### src/rtl/sprite_pkg.sv
// sprite_pkg
// Shared types and constants for the sprite BRAM arbiter.
//   arb_state_t         : arbiter grant state (idle / read / write)
//   STALL_W             : width of the saturating write-stall counter
//   DEFAULT_RAM_LATENCY : BRAM read latency (2 = HIGH_PERFORMANCE output register)
package sprite_pkg;

  typedef enum logic [1:0] {
    S_IDLE,
    S_READ,
    S_WRITE
  } arb_state_t;

  localparam int STALL_W             = 16;
  localparam int DEFAULT_RAM_LATENCY = 2;

endpackage

### src/rtl/sprite_valid_pipe.sv
// sprite_valid_pipe
// Reset-clearable 1-bit delay line. Carries the read-request flag alongside
// the BRAM read so rd_valid lines up with the returned data.
// Ports:
//   pixel_clk_in : clock, rising edge
//   rst_n_in     : asynchronous active-low reset, clears every stage
//   din          : bit entering the line
//   dout         : din delayed by DEPTH cycles
module sprite_valid_pipe #(
  parameter int DEPTH = 3
) (
  input  logic pixel_clk_in,
  input  logic rst_n_in,
  input  logic din,
  output logic dout
);

  logic [DEPTH-1:0] sr;

  generate
    if (DEPTH == 1) begin : g_single
      always_ff @(posedge pixel_clk_in or negedge rst_n_in) begin
        if (!rst_n_in) sr <= '0;
        else           sr <= din;
      end
    end else begin : g_multi
      always_ff @(posedge pixel_clk_in or negedge rst_n_in) begin
        if (!rst_n_in) sr <= '0;
        else           sr <= {sr[DEPTH-2:0], din};
      end
    end
  endgenerate

  assign dout = sr[DEPTH-1];

endmodule

### src/rtl/sprite_mem_arbiter.sv
// sprite_mem_arbiter
// Shares one single-port, read-first sprite BRAM between the pixel read
// pipeline (never stalled) and an image loader (uses leftover cycles).
// Read latency seen by the pixel pipeline is fixed at RD_LAT = 1 + RAM_LATENCY.
//
// Optional build macro: SPRITE_ARB_VBLANK_ONLY_EN
//   defined     : writes only accepted while vblank_in is high
//   not defined : writes accepted in any cycle without a read
//
// Ports:
//   pixel_clk_in, rst_n_in     : clock (rising edge), async active-low reset
//   rd_req_in, rd_addr_in      : pixel read request / address
//   rd_data_out, rd_valid_out  : read data (BRAM passthrough) and its valid flag
//   wr_valid_in, wr_ready_out  : loader handshake
//   wr_addr_in, wr_data_in     : loader write address / data
//   vblank_in                  : vertical blanking from video timing
//   load_done_out              : pulse after the last-address write is accepted
//   wr_stall_out               : saturating count of refused write cycles
//   ram_addr_out, ram_din_out, ram_we_out : registered BRAM controls
//   ram_dout_in                : BRAM read data
//
// state   | meaning
// S_IDLE  | no BRAM access this cycle, address held
// S_READ  | BRAM read of the pixel address in flight
// S_WRITE | BRAM write of the loader word in progress (drives ram_we_out)
module sprite_mem_arbiter
  import sprite_pkg::*;
#(
  parameter int DATA_W      = 8,
  parameter int DEPTH       = 65536,
  parameter int RAM_LATENCY = DEFAULT_RAM_LATENCY,
  localparam int ADDR_W     = $clog2(DEPTH)
) (
  input  logic                pixel_clk_in,
  input  logic                rst_n_in,
  input  logic                rd_req_in,
  input  logic [ADDR_W-1:0]   rd_addr_in,
  output logic [DATA_W-1:0]   rd_data_out,
  output logic                rd_valid_out,
  input  logic                wr_valid_in,
  output logic                wr_ready_out,
  input  logic [ADDR_W-1:0]   wr_addr_in,
  input  logic [DATA_W-1:0]   wr_data_in,
  input  logic                vblank_in,
  output logic                load_done_out,
  output logic [STALL_W-1:0]  wr_stall_out,
  output logic [ADDR_W-1:0]   ram_addr_out,
  output logic [DATA_W-1:0]   ram_din_out,
  output logic                ram_we_out,
  input  logic [DATA_W-1:0]   ram_dout_in
);

  localparam int                RD_LAT    = 1 + RAM_LATENCY;
  localparam logic [ADDR_W-1:0] LAST_ADDR = ADDR_W'(DEPTH - 1);

  arb_state_t         state_q, state_d;
  logic [ADDR_W-1:0]  addr_q, addr_d;
  logic [DATA_W-1:0]  din_q, din_d;
  logic               write_window;
  logic               wr_accept;
  logic               load_done_q;
  logic [STALL_W-1:0] stall_q;

`ifdef SPRITE_ARB_VBLANK_ONLY_EN
  assign write_window = vblank_in;
`else
  // vblank_in has no effect in this build; OR-ing it in keeps the port live.
  assign write_window = 1'b1 | vblank_in;
`endif

  assign wr_ready_out = !rd_req_in && write_window;
  assign wr_accept    = wr_valid_in && wr_ready_out;

  always_ff @(posedge pixel_clk_in or negedge rst_n_in) begin
    if (!rst_n_in) begin
      state_q <= S_IDLE;
      addr_q  <= '0;
      din_q   <= '0;
    end else begin
      state_q <= state_d;
      addr_q  <= addr_d;
      din_q   <= din_d;
    end
  end

  always_comb begin
    state_d = S_IDLE;
    addr_d  = addr_q;
    din_d   = din_q;
    if (rd_req_in) begin
      state_d = S_READ;
      addr_d  = rd_addr_in;
    end else if (wr_accept) begin
      state_d = S_WRITE;
      addr_d  = wr_addr_in;
      din_d   = wr_data_in;
    end
  end

  // The write enable is the registered state itself, so reset removes an
  // in-flight write immediately.
  assign ram_we_out   = (state_q == S_WRITE);
  assign ram_addr_out = addr_q;
  assign ram_din_out  = din_q;

  always_ff @(posedge pixel_clk_in or negedge rst_n_in) begin
    if (!rst_n_in) begin
      load_done_q <= 1'b0;
      stall_q     <= '0;
    end else begin
      load_done_q <= wr_accept && (wr_addr_in == LAST_ADDR);
      if (wr_valid_in && !wr_ready_out && (stall_q != '1))
        stall_q <= stall_q + STALL_W'(1);
    end
  end

  assign load_done_out = load_done_q;
  assign wr_stall_out  = stall_q;

  sprite_valid_pipe #(
    .DEPTH (RD_LAT)
  ) u_valid_pipe (
    .pixel_clk_in (pixel_clk_in),
    .rst_n_in     (rst_n_in),
    .din          (rd_req_in),
    .dout         (rd_valid_out)
  );

  assign rd_data_out = ram_dout_in;

endmodule
### config.mk
export PLATFORM = sky130hd
export DESIGN_NAME = sprite_mem_arbiter
export DESIGN_NICKNAME = d
export VERILOG_FILES = /design/src/rtl/sprite_pkg.sv /design/src/rtl/sprite_valid_pipe.sv /design/src/rtl/sprite_mem_arbiter.sv
export SDC_FILE = /design/constraint.sdc
export NUM_CORES = 1
export LEC_CHECK = 0
export BUFFER_PORTS_ARGS = -buffer_cell sky130_fd_sc_hd__buf_2
export CORE_MARGIN = 2
export CORE_UTILIZATION = 25
export DETAILED_ROUTE_END_ITERATION = 10
export PLACE_DENSITY = 0.59
export SLEW_MARGIN = 30
export SYNTH_ARGS = -nofsm -noshare
export SYNTH_HDL_FRONTEND = slang
export SYNTH_HIERARCHICAL = 1
export SYNTH_SLANG_ARGS = --single-unit
### constraint.sdc
create_clock -name pixel_clk_in -period 2.24 [get_ports pixel_clk_in]
set_input_delay 0.448 -clock pixel_clk_in [delete_from_list [all_inputs] [get_ports pixel_clk_in]]
set_output_delay 0.448 -clock pixel_clk_in [all_outputs]
set_load 0.03 [all_outputs]
==> qor.csv <==
stage,metric,value,unit
outcome,status,completed,
die,initial_utilization,0.255,
worst_setup_path,cp.arrival,2.02,ns
clock_tree,numCtsBuffers,5,
clock_tree,cts_resized,0,
final_layout,final_common_cell,buf_2,
timing,setup_tns,0,ns
die,die_h,95.4,µm
clock_tree,clock_path_buffers,2,
logic_synthesis,synth_area_leaders,"dfrtp_1 (55%), mux2i_1 (7.7%), mux2_2 (4.9%)",
logic_synthesis,yosys.cell_types.count,30,
place,dp_hpwl,3720,µm
logic_synthesis,ys_ff_latch,46,
clock_tree,cts_root_buf,clkbuf_8,
pwr,clkPwrFrac,0.224,
die,die_area,9100,µm²
logic_synthesis,avgSynthCellArea,11.4,µm²
worst_setup_path,critPathMaxStageDelay,0.44,ns
timing,hold_viol,0,
worst_setup_path,crit_slowest_cell,or3_4,
pwr,swShare,0.352,
worst_setup_path,critPathKind,register to register,
flow_run,drv_cap,0,
final_layout,n_antenna_cell,0,
pwr,power_frac_comb,0.281,
route,vias,1635,
worst_setup_path,cp-start-kind,register,
global_routing,antenna_found_initial,0,
worst_setup_path,cp.buffers_inverters,0,
clock_tree,htree_levels,2,
clock_tree,tritoncts,yes,
final_layout,finalNetCount,322,
timing,period_needed,1.81,ns
timing,holdWs,0.144,ns
final_layout,drive_gt1_frac,0.410,
logic_synthesis,synth_area,2090,µm²
pwr,p_seq_frac,0.495,
timing,slew_violations,0,
timing,setup_violations,0,
route,drc,0,
place,place_ws,0.384,ns
logic_synthesis,ys_warn_count,6,
worst_setup_path,cp.required,2.45,ns
timing,relSlewSlack,0.633,
pwr,p_per_area,778,nW/µm²
die,die_w,95.4,µm
place,gp_congestion,0.745,
logic_synthesis,yosys.area.top_type_share,0.551,
timing,rsz0062_at_grt,no,
pwr,leakage,1.37,nW
worst_setup_path,cp-end-kind,register,
die,boundaryPins,105,
timing,post-route-period-util,0.807,
logic_synthesis,ys_seq_area_frac,0.551,
worst_setup_path,worstReg2RegStart,wr_stall_out[0]$_DFFE_PN0P_,
clock_tree,clkLatencyLatePin,0.28,ns
clock_tree,clkTransAtPathRegs,0.08,ns
worst_setup_path,worstPathMaxFanout,5,
global_routing,grt_max_degree,30,
timing,clock-skew-final,0.00325,ns
die,core,8180,µm²
place,io_buffers,87,
pwr,p_int,1.35,mW
global_routing,grt_pass1_wl,7760,µm
final_layout,multi_input_area,828,µm²
pwr,peakVddDrop,0.000236,V
route,wirelength,4730,µm
final_layout,stdcell_count,373,
route,via_per_inst,4.38,
route,firstDrtPassIters,4,
worst_setup_path,rr_worst_depth,5,
final_layout,area_delta_synth_final,28.3,%
timing,fmax,0.553,GHz
route,ant_nets,0,
clock_tree,clock-sinks,46,
worst_setup_path,crit_start,wr_stall_out[0]$_DFFE_PN0P_,
worst_hold_path,min-delay-path-class,input pin to async pin,
place,dp_cells,366,
final_layout,fillers,854,
final_layout,register_area,1150,µm²
final_layout,fin_util,0.328,
logic_synthesis,synth_edf_count,0,
route,wl_per_cell,12.7,µm
die,rows,33,
final_layout,layout_common_cells,"buf_2 (87), dfrtp_1 (46), nand2_1 (22)",
logic_synthesis,syn_nets,237,
timing,tightest_slew,0.550,ns
pwr,p_sw,0.733,mW
logic_synthesis,synthFlopType,dfrtp_1,
clock_tree,post_cts_buffers,0,
route,first_iter_violations,26,
worst_setup_path,regToRegSetupSlack,0.43,ns
timing,worst_slack,0.431,ns
global_routing,overflow,0,
logic_synthesis,synthCells,183,
logic_synthesis,synthArstFlopShare,1.00,
worst_setup_path,r2r_end,wr_stall_out[14]$_DFFE_PN0P_,
worst_setup_path,critPathTopFamily,simple AND/OR/NAND/NOR gates,
global_routing,grt_pass1_vias,1566,
global_routing,grtUsageTotal,0.110,
logic_synthesis,yosysTopAreaCell,dfrtp_1,
worst_setup_path,crit_chain,"ha_1, nand4_4, or3_4, nor4_1, xor2_1",
clock_tree,holdBufCountCts,0,
[metal layers]
| layer | up-vias | global-route usage | wire length (µm) |
|---|---|---|---|
| met5 | - | 0 | 0 |
| met4 | 0 | 0.0286 | 22 |
| met3 | 6 | 0.0458 | 371 |
| met2 | 58 | 0.184 | 2280 |
| met1 | 763 | 0.132 | 2050 |
| li1 | 808 | - | - |
[power by group through the flow]
stage	logic [mW]	clock network (mW)	registers, mW
finish	0.587	0.466	1.03
global route	0.636	0.538	1.05
CTS	0.597	0.503	1.03
detailed placement	0.597	0	1.05
global placement	0.590	0	1.04
floorplan	0.205	0	1.25
[metrics by stage]
| stage | cell area, µm² | power, mW |
|---|---|---|
| global placement | 2600 | 1.64 |
| global route | 2680 | 2.22 |
| floorplan | 2090 | 1.45 |
| CTS | 2680 | 2.13 |
| detailed placement | 2600 | 1.64 |
| finish | 2680 | 2.08 |
[final cells by class]
class / instances / share of cell area
flip-flops and latches: 46 / 0.430
multi-input cells: 119 / 0.309
repair buffers: 93 / 0.179
well taps: 105 / 0.0490
clock buffers: 7 / 0.0285
inverters: 3 / 0.00420
[cells in the mapped netlist (all sizes together) (2+ instances only)]
cell type and n:
nor2 4, a21oi 3, o31ai 2, xor2 11, a211oi 3, nor3 3
mux2i 16, nand4 8, buf 12, o21ai 18, nor4 5, clkbuf 3
dfrtp 46, nand2 22, inv 3, nor2b 2, nand3 5, mux2 9
[sequential cells by signal, indices dropped and copies added (netlist names)]
register and cells:
u_valid_pipe/sr 3, load_done_out 1, ram_din_out 8, state_q 2
ram_addr_out 16, wr_stall_out 16
[cells by family (layout without fill, tap and decap cells)]
kind of cell | Yosys count | in the layout | share of synthesized area
buffers and inverters | 18 | 103 | 0.0521
xor gates and xnor gates | 12 | 12 | 0.0503
DFF | 46 | 46 | 0.551
muxes | 25 | 25 | 0.125
AOI/OAI and AO/OA | 27 | 27 | 0.0719
and+or+nand+nor | 54 | 54 | 0.143
adders and majority gates | 1 | 1 | 0.00599
[worst max-delay path by stage]
stage,to,slack [ns],cells past startpoint
after floorplan,wr_stall_out[12]$_DFFE_PN0P_,0.34,5
final,wr_stall_out[14]$_DFFE_PN0P_,0.43,5
after global routing,wr_stall_out[12]$_DFFE_PN0P_,0.27,5
after detailed placement,wr_stall_out[13]$_DFFE_PN0P_,0.38,5
after global placement,wr_stall_out[15]$_DFFE_PN0P_,0.39,5
after CTS,wr_stall_out[12]$_DFFE_PN0P_,0.42,5
Power figures use the tool's default switching activity.
